## config.mk

```make
export PLATFORM = sky130hd
export DESIGN_NAME = pe_load_seq_flat
export DESIGN_NICKNAME = d
export VERILOG_FILES = /design/src/rtl/pe_load_if.sv /design/src/rtl/pe_load_seq.sv /design/src/flat_wrapper.sv
export SDC_FILE = /design/constraint.sdc
export NUM_CORES = 1
export LEC_CHECK = 0
export BUFFER_PORTS_ARGS = -buffer_cell sky130_fd_sc_hd__clkbuf_2
export CAP_MARGIN = 20
export CORE_MARGIN = 10
export CORE_UTILIZATION = 52
export CTS_CLUSTER_DIAMETER = 120
export CTS_CLUSTER_SIZE = 12
export DETAILED_ROUTE_END_ITERATION = 10
export PLACE_DENSITY = 0.76
export SYNTH_ARGS = -nofsm -noshare
export SYNTH_HDL_FRONTEND = slang
export SYNTH_SLANG_ARGS = --single-unit
```

## constraint.sdc

```tcl
create_clock -name clk -period 2.35 [get_ports clk]
set_input_delay 0.3525 -clock clk [delete_from_list [all_inputs] [get_ports clk]]
set_output_delay 0.3525 -clock clk [all_outputs]
set_load 0.02 [all_outputs]
```

## src/rtl/pe_load_if.sv

```systemverilog
// Handshake and demux bus between the input FIFO, the load sequencer and the PE row demux.
interface pe_load_if #(
  parameter int DWIDTH = 8,
  parameter int CWIDTH = 16
);
  logic              start;
  logic [CWIDTH-1:0] k_len;
  logic              in_valid;
  logic [DWIDTH-1:0] in_data;
  logic              in_ready;
  logic              dmx_s;
  logic [DWIDTH-1:0] dmx_d;
  logic              dmx_stb;
  logic              busy;
  logic              done;

  // Controller / upstream side: issues jobs and data, observes the demux bus.
  modport master (
    output start, k_len, in_valid, in_data,
    input  in_ready, dmx_s, dmx_d, dmx_stb, busy, done
  );

  // Sequencer side.
  modport slave (
    input  start, k_len, in_valid, in_data,
    output in_ready, dmx_s, dmx_d, dmx_stb, busy, done
  );
endinterface

```

## src/rtl/pe_load_seq.sv

```systemverilog
// Load sequencer for one systolic PE row: per job, ROWS weight beats to the
// weight path, k_len activation beats to the compute path, a drain window
// covering the row skew, then a one-cycle done pulse.
module pe_load_seq #(
  parameter int DWIDTH = 8,
  parameter int ROWS   = 4,
  parameter int CWIDTH = 16
) (
  input  logic      clk,
  input  logic      rst,
  pe_load_if.slave  bus
);

  // Counter must hold both the activation count and the drain length.
  localparam int CNTW = (CWIDTH > $clog2(2*ROWS)) ? CWIDTH : $clog2(2*ROWS);

  localparam logic [2:0] S_IDLE   = 3'd0;
  localparam logic [2:0] S_LOAD_W = 3'd1;
  localparam logic [2:0] S_ACT    = 3'd2;
  localparam logic [2:0] S_DRAIN  = 3'd3;
  localparam logic [2:0] S_DONE   = 3'd4;

  localparam logic [CNTW-1:0] W_LAST = CNTW'(ROWS - 1);
  localparam logic [CNTW-1:0] D_LAST = CNTW'(2*ROWS - 2);

  logic [2:0]        state;
  logic [2:0]        nxt_state;
  logic [CNTW-1:0]   cnt;
  logic [CNTW-1:0]   nxt_cnt;
  logic [CWIDTH-1:0] klen_r;
  logic [CNTW-1:0]   a_last;
  logic              in_ready;
  logic              accept;

  // Ready depends on state only so upstream may wait for ready before raising valid.
  assign in_ready     = (state == S_LOAD_W) || (state == S_ACT);
  assign accept       = bus.in_valid && in_ready;
  // klen_r is non-zero whenever ACT is entered, so this never wraps where it is used.
  assign a_last       = CNTW'(klen_r) - CNTW'(1);
  assign bus.in_ready = in_ready;
  assign bus.busy     = (state != S_IDLE);
  assign bus.done     = (state == S_DONE);

  // Next-state and counter logic; counters only advance on accepted beats in the load phases.
  always_comb begin
    nxt_state = state;
    nxt_cnt   = cnt;
    case (state)
      S_IDLE: begin
        if (bus.start) begin
          nxt_state = S_LOAD_W;
          nxt_cnt   = '0;
        end
      end
      S_LOAD_W: begin
        if (accept) begin
          if (cnt == W_LAST) begin
            nxt_cnt   = '0;
            nxt_state = (klen_r != '0) ? S_ACT : S_DRAIN;
          end else begin
            nxt_cnt = cnt + CNTW'(1);
          end
        end
      end
      S_ACT: begin
        if (accept) begin
          if (cnt == a_last) begin
            nxt_cnt   = '0;
            nxt_state = S_DRAIN;
          end else begin
            nxt_cnt = cnt + CNTW'(1);
          end
        end
      end
      S_DRAIN: begin
        if (cnt == D_LAST) begin
          nxt_cnt   = '0;
          nxt_state = S_DONE;
        end else begin
          nxt_cnt = cnt + CNTW'(1);
        end
      end
      S_DONE: begin
        nxt_state = S_IDLE;
      end
      default: begin
        nxt_state = S_IDLE;
        nxt_cnt   = '0;
      end
    endcase
  end

  // State, counter and job-length registers.
  always_ff @(posedge clk or posedge rst) begin
    if (rst) begin
      state  <= S_IDLE;
      cnt    <= '0;
      klen_r <= '0;
    end else begin
      state <= nxt_state;
      cnt   <= nxt_cnt;
      if (state == S_IDLE && bus.start) klen_r <= bus.k_len;
    end
  end

  // Registered demux drive: one-cycle latency from accept; select holds between beats.
  always_ff @(posedge clk or posedge rst) begin
    if (rst) begin
      bus.dmx_d   <= '0;
      bus.dmx_s   <= 1'b0;
      bus.dmx_stb <= 1'b0;
    end else if (accept) begin
      bus.dmx_d   <= bus.in_data;
      bus.dmx_s   <= (state == S_LOAD_W);
      bus.dmx_stb <= 1'b1;
    end else begin
      bus.dmx_d   <= '0;
      bus.dmx_stb <= 1'b0;
    end
  end

endmodule

```

## src/flat_wrapper.sv

```systemverilog
// flat-port wrapper written by rule: the top's interface ports become plain ports
module pe_load_seq_flat 
#(
  parameter int DWIDTH = 8,
  parameter int ROWS   = 4,
  parameter int CWIDTH = 16
)
  (clk, rst, bus_start, bus_k_len, bus_in_valid, bus_in_data, bus_in_ready, bus_dmx_s, bus_dmx_d, bus_dmx_stb, bus_busy, bus_done);
  pe_load_if #(.DWIDTH(DWIDTH), .CWIDTH(CWIDTH)) bus_i ();
  input  logic clk;
  input  logic rst;
  input wire logic [$bits(bus_i.start)-1:0] bus_start;
  input wire logic [$bits(bus_i.k_len)-1:0] bus_k_len;
  input wire logic [$bits(bus_i.in_valid)-1:0] bus_in_valid;
  input wire logic [$bits(bus_i.in_data)-1:0] bus_in_data;
  output wire logic [$bits(bus_i.in_ready)-1:0] bus_in_ready;
  output wire logic [$bits(bus_i.dmx_s)-1:0] bus_dmx_s;
  output wire logic [$bits(bus_i.dmx_d)-1:0] bus_dmx_d;
  output wire logic [$bits(bus_i.dmx_stb)-1:0] bus_dmx_stb;
  output wire logic [$bits(bus_i.busy)-1:0] bus_busy;
  output wire logic [$bits(bus_i.done)-1:0] bus_done;
  assign bus_i.start = bus_start;
  assign bus_i.k_len = bus_k_len;
  assign bus_i.in_valid = bus_in_valid;
  assign bus_i.in_data = bus_in_data;
  assign bus_in_ready = bus_i.in_ready;
  assign bus_dmx_s = bus_i.dmx_s;
  assign bus_dmx_d = bus_i.dmx_d;
  assign bus_dmx_stb = bus_i.dmx_stb;
  assign bus_busy = bus_i.busy;
  assign bus_done = bus_i.done;
  pe_load_seq #(.DWIDTH(DWIDTH), .ROWS(ROWS), .CWIDTH(CWIDTH)) u_core (.clk(clk), .rst(rst), .bus(bus_i));
endmodule
```

# Word-level counts from Yosys, hierarchy flattened
# Cells that the tools add are included.
# totals
regBits	45
in_bits	28
output_inout_bits	13
elab_cells	47
# classes
addsub	2
n_eq_ne	13
mux	17
n_bitwise	1
reduce_logical	8
# op_table
cell	count
two-way mux 16 bit	6
case mux 16 bit (5 select lines)	1
two-way mux 3 bit	6
adder 16 x 1 -> 16 bit, second input constant	1
== test 16 bit	1
== test 16 x 2 -> 1 bit, second input constant	1
== test 16 x 3 -> 1 bit, second input constant	1
nonzero test 16 bit	1
subtractor 16 x 1 -> 16 bit, second input constant	1
case mux 3 bit (4 select lines)	1
two-way mux 8 bit	1
== test 3 x 2 -> 1 bit, second input constant	2
!= test 2 x 1 -> 1 bit, second input constant	3
!= test 2 bit, second input constant	3
AND reduction 6 bit	1
AND reduction 4 bit	1
== test 3 x 1 -> 1 bit, second input constant	1
== test 3 bit, second input constant	1
logical NOT 3 bit	1
nonzero test 3 bit	1
logical AND 1 bit	2
two-way mux 1 bit	2
logical OR 1 bit	1
NOT 1 bit	1

# Depth between registers and ports, before layout
# Gate-level depths: netlist (run 1).
# depth
depth_word	5
depth_mapped	11
depth_no_buf	9

# Least setup slack after synthesis (run 1)
# OpenSTA, ideal clock, no wires.
# synth_path
path_kind	register to register
startpoint	register u_core.klen_r[0]
endpoint	register u_core.cnt[11]
arrival_ns	2.209
required_ns	2.227
path_slack_ns	0.017
stages_incl_launch_ff	12
period_less_slack_ns	2.333
path_cell_list	dfrtp_1 > inv_1 > ha_1 > nor2b_1 > clkbuf_1 > nand4_1 > xnor2_1 > a2111oi_4 > a311oi_4 > buf_6 > o221ai_2 > nand2_1
# synth_via
elab_chain_cells	5
# synth_lines
element	line_no	source
from (decl)	pe_load_seq.sv:30	logic [CWIDTH-1:0] klen_r;
from (signal assigned)	pe_load_seq.sv:102	if (state == S_IDLE && bus.start) klen_r <= bus.k_len;
subtractor 16 x 1 -> 16 bit	pe_load_seq.sv:39	assign a_last = CNTW'(klen_r) - CNTW'(1);
== test 16 bit	pe_load_seq.sv:67	if (cnt == a_last) begin
two-way mux 16 bit	pe_load_seq.sv:67	
two-way mux 16 bit	pe_load_seq.sv:66	if (accept) begin
case mux 16 bit (5 select lines)	pe_load_seq.sv:48	case (state)
to (signal assigned)	pe_load_seq.sv:101	cnt <= nxt_cnt;
to (decl)	pe_load_seq.sv:28	logic [CNTW-1:0] cnt;
# Every way passes these cells. The select of a mux whose other input is x is not followed.
# A chain may end at the register's enable or synchronous reset.

# Final worst setup path (run 1)
# layout_path
startpoint	register u_core.klen_r[1]
endpoint	register u_core.cnt[10]
# Same word-level chain as after synthesis.

==> results.txt, run 1 <==
- Run status: complete, but fails checks
- The checks that failed: setup timing.
* Total count of max-transition violations in the final report: 0
- Sequential share of the synthesized area: 0.390
* Number of global-route vias before repair: 2628
- Synth Warn #: 0
- Post-synth top cells: dfrtp_1 (45), nand2_1 (40), nor2_1 (27)
* Fraction of synthesis flops using an asynchronous set or reset pin: 1.00
- The worst pin sits at a relative slew slack of 0.521.
- Total number of vias: 2562
* Placed cell count: 439
- Final worst slack: -0.144 ns
* Latest clock arrival within the worst-skew pair: 0.31 ns
* Area of the die: 8940 sq um
* Share of final-layout standard cells stronger than drive strength 1: 0.364
* Worst IR drop on VDD: 720 uV
- After floorplanning, the core was divided into 27 placement rows.
- No sink is reached through more buffers than the 2 on the longest clock path.
* Die extent in x: 94.5 um
- Of the post-synthesis cell area, the dominant cell type holds 0.390.
- Nature of the critical path endpoint: register
- The HPWL after detailed placement is 5410 um.
- Global routing usage summed across all routing layers: 0.167
* Area growth from synthesis to layout: 23.9%
* Initial standard-cell utilization of the core: 0.531
* Min Clock Period, post-route: 2.49 ns
- For the final database, setup skew stands at 0.0139 ns.
- Average cell area after synthesis: 9.35 sq um
* Arrival @ worst endpoint: 2.69 ns
* Critical path start-end classification: register to register
- Count of clock tree sinks: 45
* Final setup violation count: 16
- For this block, the routed nets add up to 7200 um of wire.
- For this block, the initial DRC count from the detailed router was 237.
* Post-synthesis cell count: 309
* Leading register cell type out of synthesis: dfrtp_1
- The worst setup path is launched from a register.
- Hold is met by 0.0277 ns.
* Post-Route Utilization: 0.658
- Number of antenna diodes: 0
* Layout Nets: 409
- The number of antenna violations at the first check in global routing came to 0.
- After floorplanning, the core was sized to cover 5440 sq um.
- The final hold violation count is 0.
- The first detailed-routing pass took 5 iterations.
- Clock slew at the register clock pins of the worst setup and hold paths: 0.10 ns
* TritonCTS clock tree: done
- In this run the power density over the cells is 1200 nW/um^2.
- For the final routed database, the setup TNS stands at -1.60 ns.
- Final weighted congestion of routability-driven global placement: 0.816
* WL/cell: 16.0 um
- CTS placed an instance of clkbuf_8 at the clock tree root.
- Drc violations: 0
* Via density per instance: 5.68
- Area leader, netlist: dfrtp_1
- The synthesized design contains 0 enable-type register cells.
* Cell with the most instances after synthesis: dfrtp_1
- Required time at the worst-slack endpoint: 2.55 ns
* Post-synthesis register bit count: 45
* Unrepaired setup endpoints after global routing: true
- Max H-tree Level: 2
- The tool flagged a number of max-cap violations equal to 0.
* Number of hold-repair buffers added at the cts stage: 0
- At the pin with the least slew margin, the transition time is 0.714 ns.
- Ranked by total cell area, the synthesized netlist is headed by dfrtp_1 (39%), nand2_1 (5.2%), mux2_2 (5.1%).
- I/O pin cnt: 41
* Total CTS buffers: 5
- First-pass GRT wire length: 12200 um
- After global routing the overflow that remains totals 0.
- Leak: 1.61 nW
- Fmax: 0.401 GHz
- Min-delay worst type: primary input to asynchronous set/reset pin
- Once detail routing completed, the nets flagged for antenna violations numbered 0.
- Cell variety after synth: 56
- Number of standard cells in the layout, taps in and fillers out: 451
* Die height: 94.5 um
- Worst-path fanout max: 5
* Netlist area before placement: 2890 sq um
- Share of the clock period used by the worst path: 1.06
- Largest net degree at the start of global routing: 22
* Input/output buffers: 40
- Net count after synthesis: 340
-- power breakdown --
group	internal (mW)	leakage, nW	switching (mW)	total (mW)
Combinational	1.07	0.967	1.26	2.32
Sequential	1.03	0.580	0.309	1.34
Clock	0.325	0.0591	0.299	0.624
-- critical path, cell delays in order, from the launching register on --
cell and delay (ns):
dfrtp_2 0.46, or4b_4 0.55, o211ai_2 0.16, o211ai_2 0.13
a2111oi_4 0.40, a311oi_4 0.15, buf_4 0.17, buf_6 0.13
o221ai_2 0.15, nand2_1 0.07
-- placed cells by master (no fill, tap or decap), types with 8 or more instances in the layout --
cell type,n
nand2_1,40
inv_1,9
buf_4,40
mux2_2,13
xor2_1,11
nand3_1,8
o21ai_0,8
clkbuf_2,40
o221ai_2,8
dfrtp_1,43
xnor2_1,9
nor2_1,27
and2_1,17
-- state kept, by name (all words and copies together) (netlist names) --
register,flops
u_core.cnt,16
u_core.state,3
u_core.bus.dmx_d,8
u_core.bus.dmx_stb,1
u_core.klen_r,16
u_core.bus.dmx_s,1
-- worst paths after layout --
check | slack [ns] | startpoint | cells past startpoint | endpoint
max in group asynchronous | 1.73 | rst | 3 | u_core.cnt[13]
worst max register to register | -0.14 | u_core.klen_r[1] | 9 | u_core.cnt[10]
worst max-delay path | -0.14 | u_core.klen_r[1] | 9 | u_core.cnt[10]
worst min-delay path | 0.03 | rst | 2 | u_core.klen_r[2]
worst min register to register | 0.55 | u_core.bus.dmx_s | 2 | u_core.bus.dmx_s
min in group clk | 0.24 | bus_in_data[0] | 2 | u_core.bus.dmx_d[0]
-- logic make-up (layout without fill, tap and decap cells) --
logic type	count (synthesis)	in the layout	share of synthesized area
AO/OA/AOI/OAI	57	57	0.180
XOR/XNOR	21	21	0.0637
adder cells (fa/ha/maj)	3	3	0.0130
buffers and inverters	32	102	0.0524
flip-flops	45	45	0.390
multiplexers	13	13	0.0507
AND/OR/NAND/NOR	138	138	0.251
-- per-stage QoR --
stage / worst slack, ns / area, sq um / power, mW
6_report: -0.144 / 3580 / 4.28
4_1_cts: -0.114 / 3540 / 4.21
5_1_grt: -0.258 / 3580 / 4.58
2_1_floorplan: 0.0172 / 2890 / 2.76
3_5_place_dp: -0.166 / 3360 / 3.48
3_3_place_gp: -0.0627 / 3360 / 3.42
-- what timing repair did --
action,4_1_cts,5_1_grt
buffers inserted,3,1
pin swaps,9,7
setup endpoints to repair,17,17
resized for setup,11,6
-- per-layer routing --
metal	vias up	global-route usage	part of all wire
li1	1234	-	-
met1	1223	0.203	0.42
met2	89	0.292	0.50
met3	16	0.0341	0.061
met4	0	0.0436	0.018
met5	-	0	0
-- area by class of cell --
class	count	area, sq um
Clock buffer	5	68.8
Clock inverter	3	47.5
Fill cell	437	1860
Inverter	12	45.0
Multi-Input combinational cell	232	1680
Sequential cell	45	1130
Tap cell	72	90.1
Timing Repair Buffer	82	523
Power figures use the tool's default switching activity.
==> inputs of run 2 (changes only) <==
CORE_UTILIZATION = 25   (was 52)
PLACE_DENSITY = not set   (was 0.76)
==> run 2 against run 1 <==
The flow still finishes with violations (setup timing). Count of clock-buffer cells in the layout is 1 higher. Critical path depth rose by 2. Clock skew fell by 0.0097 ns. First-iteration DRC count decreased by 63%. Critical endpoint is now u_core.cnt[1].
==> results.txt, run 2 (same netlist as run 1, synthesis figures left out) <==
* Run status: complete, but fails checks
- Violations in the final reports: setup timing
- In the final layout, the share of cells above drive strength 1 is 0.383.
- In the routed design, unresolved DRC markers number 0.
- Maxcap violations: 0
- DRT antenna net count: 0
* Register cell area after layout: 1130 sq um
* Combinational power share: 0.545
* Area occupied by multi-input gates: 1710 sq um
- The core region is 11400 sq um.
- Placed cell areas: 3420 sq um
* Critical path start-end classification: register to register
- Of the total power, the share spent switching nets is 0.425.
- Min-delay worst type: primary input to asynchronous set/reset pin
- At the end of the flow the core is filled with cells to 0.331.
* Unrepaired setup endpoints after global routing: true
- Once detailed placement completed, the half-perimeter wirelength came to 5530 um.
- Of the total power, the clock network draws 0.164.
* Clock slew at the register clock pins of the worst setup and hold paths: 0.06 ns
* Hold_ws: 0.188 ns
- Measured against its own limit, the worst slew margin works out to 0.543.
* Count of fill cells added during filler insertion: 1173
- At the worst endpoint, the required time is 2.52 ns.
- Total number of vias: 2495
* Die extent in x: 128 um
* Number of standard cells in the layout, taps in and fillers out: 524
- Total Neg Setup Slack: -0.785 ns
- Most common cell after layout, fill and taps aside: dfrtp_1
- I/O pin cnt: 41
- In this run the worst path has a maximum fanout of 5.
- The floorplan step defined a die boundary enclosing 16300 sq um.
- Input/output buffers: 40
* Nature of the critical path endpoint: register
* TritonCTS clock tree: done
- Crit start category: register
- Clock tree synthesis found a total of 45 sinks.
- Final worst slack: -0.0636 ns
- Met3 layer usage reported by global route: 0.0227
- In the layout the commonest cells are dfrtp_1 (44), nand2_1 (40), clkbuf_2 (40), buf_4 (40), nor2_1 (26).
- The repair_antennas step left the layout with diodes totalling 0.
- Largest net degree at the start of global routing: 46
* R2R depth: 11
- STA puts the critical path data arrival time at 2.59 ns.
- After detailed routing, the total wire length is 7460 um.
* Registers with the highest flip-flop counts: u_core.cnt (16), u_core.klen_r (16), u_core.bus.dmx_d (8)
* Total design power: 4.47 mW
* Hold Violations, Final: 0
* Pre-CTS setup slack: -0.105 ns
* Area growth from synthesis to layout: 30.2%
- Global routing usage summed across all routing layers: 0.0923
- Number of antenna violations at the first check in global routing: 0
- The first global-routing pass estimated 12500 um of wire.
- After detailed routing, the average wire length per cell comes to 14.2 um.
- Counting the buffers created by CTS gives 5.
- Global routing finished with a remaining overflow of 0.
- Worst Max-Slew Pin Slew: 0.683 ns
- In this run the core area contains 39 standard-cell rows.
- In the global route stage, met2 resource usage came out at 0.155.
- Final weighted congestion of routability-driven global placement: 0.844
* Final setup violation count: 16
- Latest clock arrival within the worst-skew pair: 0.29 ns
* Pwr/cell area: 1190 nW/um^2
- Max H-tree Level: 2
- Based on the critical path, the design can be clocked at up to 0.414 GHz.
- The number of placed instances, taps included, is 506.
- Number of hold-repair buffers added at the cts stage: 0
* Share of the clock period used by the worst path: 1.03
* Worst IR drop on VDD: 631 uV
* Sequential share of power: 0.291
- The number of global-route vias before repair was 2576.
- At the end of the flow, the number of nets in the layout was 411.
- Leak: 1.63 nW
- Before antenna repair, the detailed router went through 4 iterations.
- Met1 layer usage reported by global route: 0.114
- The root buffer cell chosen for the clock tree is clkbuf_16.
- Most used routing layer: met2
- Min Clock Period, post-route: 2.41 ns
* Net Sw Power: 1.90 mW
- After routing the design area is 3760 sq um.
- Clock skew on the completed layout was measured at 0.00426 ns.
- First-iteration detailed-routing DRC count: 88
* Internal power: 2.57 mW
* Total count of max-transition violations in the final report: 0
* Initial standard-cell utilization of the core: 0.254
- Via density per instance: 4.76
- In this run the deepest clock path goes through 2 buffers.
* Die height: 128 um
==> run 2: cell count changes in the layout (fill, tap and decap cells not counted), sizes merged <==
cell | before | now
buf | 42 | 44
bufinv | 1 | 0
clkbuf | 45 | 46
clkinv | 1 | 2
inv | 13 | 12
==> run 2: final cells by class <==
type | instances | share of cell area
clock buffers | 6 | 0.0369
repair buffers | 84 | 0.145
flip-flops and latches | 45 | 0.300
well taps | 143 | 0.0476
clock inverters | 2 | 0.00366
multi-input cells | 232 | 0.455
inverters | 12 | 0.0120
==> run 2: path summary, 6_finish.rpt <==
kind,from,endpoint,slack [ns]
max in group asynchronous,rst,u_core.klen_r[1],1.75
worst min register to register,u_core.bus.dmx_s,u_core.bus.dmx_s,0.54
min in group clk,bus_in_data[3],u_core.bus.dmx_d[3],0.26
worst max-delay path,u_core.klen_r[1],u_core.cnt[1],-0.06
worst max register to register,u_core.klen_r[1],u_core.cnt[1],-0.06
worst min-delay path,rst,u_core.klen_r[2],0.19
==> run 2: repair_timing <==
action | CTS | global route
setup endpoints to repair | 17 | 17
gates cloned | 0 | 0
pin swaps | 8 | 10
buffers inserted | 4 | 8
resized for setup | 6 | 20
==> run 2: worst max-delay path: stages, from the launching register on <==
cell and delay [ns]:
dfrtp_2 0.44, inv_2 0.08, ha_4 0.13, buf_4 0.10
nand2b_1 0.09, o31ai_1 0.29, o31ai_2 0.15, a2111oi_4 0.42
a311oi_4 0.19, buf_6 0.17, o21ai_4 0.16, o21ai_1 0.09
==> run 2: routing by layer <==
layer,vias up,part of all wire
li1,1237,-
met1,1206,0.45
met2,44,0.50
met3,8,0.041
met4,0,0.013
met5,-,0
==> run 2: power by group through the flow <==
stage / Combinational [mW] / Sequential (mW) / Clock, mW
CTS: 2.28 / 1.29 / 0.750
detailed placement: 2.18 / 1.31 / 0
global placement: 2.15 / 1.30 / 0
global route: 2.68 / 1.34 / 0.787
floorplan: 1.45 / 1.31 / 0
finish: 2.43 / 1.30 / 0.734
==> inputs of run 3 (changes only) <==
CORE_UTILIZATION = 50   (was 25)
PLACE_DENSITY = 0.74   (was not set)
==> run 3 against run 2 <==
The run still ends with setup timing left. Die area down 43%. Maximum frequency down 4.3%. Combinational power up 2%. Global-route usage up 7.1 points. Utilization up 33 points. Clock skew up 0.0013 ns. Sequential power about the same.
==> results.txt, run 3 (same netlist as run 1, synthesis figures left out) <==
- Violations in the final reports: setup timing
- Pre-antenna DRT Iters: 4
* Number of standard cells in the layout, taps in and fillers out: 456
- Number of antenna violations at the first check in global routing: 0
* Aggregate routed wire length: 7170 um
- Routability-driven placement finished with a final weighted congestion of 0.839.
- In this run the power density over the cells is 1190 nW/um^2.
* Worst IR drop on VDD: 929 uV
- Required time at the worst-slack endpoint: 2.55 ns
- Count of fill cells added during filler insertion: 433
- Total count of max-transition violations in the final report: 0
* R2R setup slack: -0.17 ns
- Timing analysis after detailed placement gives a worst setup slack of -0.257 ns.
- Hold Violations, Final: 0
- Hold repair after CTS inserted 0 buffers.
* Arrival @ worst endpoint: 2.72 ns
- The worst setup path is captured at a register.
- For this design, the sink count on the clock tree is 45.
- The number of global-route vias before repair was 2613.
- Measured along the y axis, the die boundary spans 96.0 um.
- The total overflow left after global routing is 0.
- Unrepaired setup endpoints after global routing: true
- For this configuration, the core starts out at a cell density of 0.521.
* Area of the die: 9220 sq um
* Clock slew at the register clock pins of the worst setup and hold paths: 0.10 ns
- Total number of vias: 2544
- Measured against its own limit, the worst slew margin works out to 0.613.
* Worst Max-Slew Pin Slew: 0.580 ns
- The total area inside the core boundary comes to 5540 sq um.
- The floorplan step set the die width to 96.0 um.
* Latest clock arrival within the worst-skew pair: 0.30 ns
* Final worst slack: -0.173 ns
- Derived from the worst setup path, the maximum achievable clock frequency is 0.396 GHz.
- Area occupied by multi-input gates: 1700 sq um
- The flow ran to the end, but the final reports show violations.
* Std-Cell Rows: 27
* Worst Skew: 0.00552 ns
- Critical path start-end classification: register to register
- Share of final-layout standard cells stronger than drive strength 1: 0.383
* Most used cells in the layout excluding fill and tap cells: dfrtp_1 (43), buf_4 (41), nand2_1 (40), clkbuf_2 (40), nor2_1 (27)
- DRT antenna net count: 0
- Total CTS buffers: 5
- Leak: 1.63 nW
* Worst r2r src: u_core.klen_r[4]
- Including well taps, the total number of placed cells is 433.
- Post-detailed-placement half-perimeter wirelength: 5130 um
- Max-cap violations in this run came to 0.
- Max H-tree Level: 2
* Min-delay worst type: primary input to asynchronous set/reset pin
* TritonCTS clock tree: done
- In this run the critical register-to-register path is captured at u_core.cnt[12].
- WL/cell: 15.7 um
- The worst register-to-register path has a depth of 11.
* Buffer levels on the longest clock path: 2
- Share of the clock period used by the worst path: 1.07
* I/O pin cnt: 41
- Root buffer cell: clkbuf_8
- STA classifies the critical path startpoint as a register.
- In the global route stage, overall resource usage came out at 0.164.
* Via density per instance: 5.58
- Register cell area after layout: 1130 sq um
- First-pass GRT wire length: 12200 um
* Min Clock Period, post-route: 2.52 ns
- Drc violations: 0
* Largest net degree at the start of global routing: 46
- After the last flow step, the layout net total stands at 414.
- Number of antenna diodes: 0
- Input/output buffers: 40
- Registers with the highest flip-flop counts: u_core.cnt (16), u_core.klen_r (16), u_core.bus.dmx_d (8)
- Setup violations remaining at the end of the flow were counted as 16.
- The detailed router finished its first iteration with 125 violations.
- Most common cell after layout, fill and taps aside: dfrtp_1
- Compared with the post-synthesis result, the final layout area differs by 26.1%.
* Worst-path fanout max: 6
==> run 3: cell types whose count changed in the layout (fill, tap and decap cells not counted), sizes merged <==
cell | previous run | this run
buf | 44 | 47
clkinv | 2 | 1
clkbuf | 46 | 45
inv | 12 | 13
clkinvlp | 0 | 1
==> run 3: what timing repair did <==
item / CTS / global route
resized for setup: 15 / 13
setup endpoints to repair: 17 / 17
pin swaps: 5 / 8
endpoints found under the hold margin: 0 / 0
buffers inserted: 9 / 7
==> run 3: final cells by class <==
class / instances / share of cell area
Clock buffer: 5 / 0.0189
Clock inverter: 3 / 0.00687
Inverter: 12 / 0.0124
Multi-Input combinational cell: 232 / 0.467
Sequential cell: 45 / 0.310
Tap cell: 72 / 0.0247
Timing Repair Buffer: 87 / 0.160
==> run 3: worst max-delay path by stage <==
stage	cells after the start	slack [ns]	startpoint	end
2_1_floorplan	11	0.02	u_core.klen_r[0]	u_core.cnt[11]
3_3_place_gp	11	-0.14	u_core.klen_r[0]	u_core.cnt[8]
3_5_place_dp	9	-0.26	u_core.klen_r[0]	u_core.cnt[14]
4_1_cts	9	-0.12	u_core.klen_r[1]	u_core.cnt[12]
5_1_grt	11	-0.28	u_core.klen_r[4]	u_core.cnt[9]
6_report	11	-0.17	u_core.klen_r[4]	u_core.cnt[12]
==> run 3: metal layers <==
metal / vias to the layer above / global-route usage / share of wire
met5: - / 0 / 0
met4: 0 / 0.0541 / 0.014
met3: 11 / 0.0506 / 0.075
met2: 89 / 0.268 / 0.49
met1: 1201 / 0.200 / 0.42
li1: 1243 / - / -
==> run 3: critical path: stages, from the launching register on <==
cell,delay [ns]
dfrtp_2,0.42
nor4_2,0.06
buf_4,0.15
buf_4,0.15
and3_1,0.15
or4_4,0.53
a22oi_2,0.26
a311oi_4,0.16
buf_4,0.19
buf_6,0.12
o221ai_2,0.16
nand2_1,0.07
==> run 3: per-stage QoR <==
step	utilization	hold WS, ns	setup TNS (ns)	cell area, sq um	total power [mW]
6_report	0.658	0.168	-1.80	3640	4.32
5_1_grt	0.658	0.214	-3.57	3640	4.65
4_1_cts	0.640	0.186	-1.03	3550	4.16
3_5_place_dp	0.600	0.522	-2.70	3330	3.45
3_3_place_gp	0.600	0.508	-1.65	3330	3.38
2_1_floorplan	-	0.469	0	2890	2.76
==> run 3: power breakdown <==
part | switching (mW) | internal, mW | total, mW | leakage [nW]
Clock | 0.298 | 0.217 | 0.515 | 0.0452
Sequential | 0.299 | 1.03 | 1.33 | 0.580
Combinational | 1.32 | 1.16 | 2.48 | 1.00
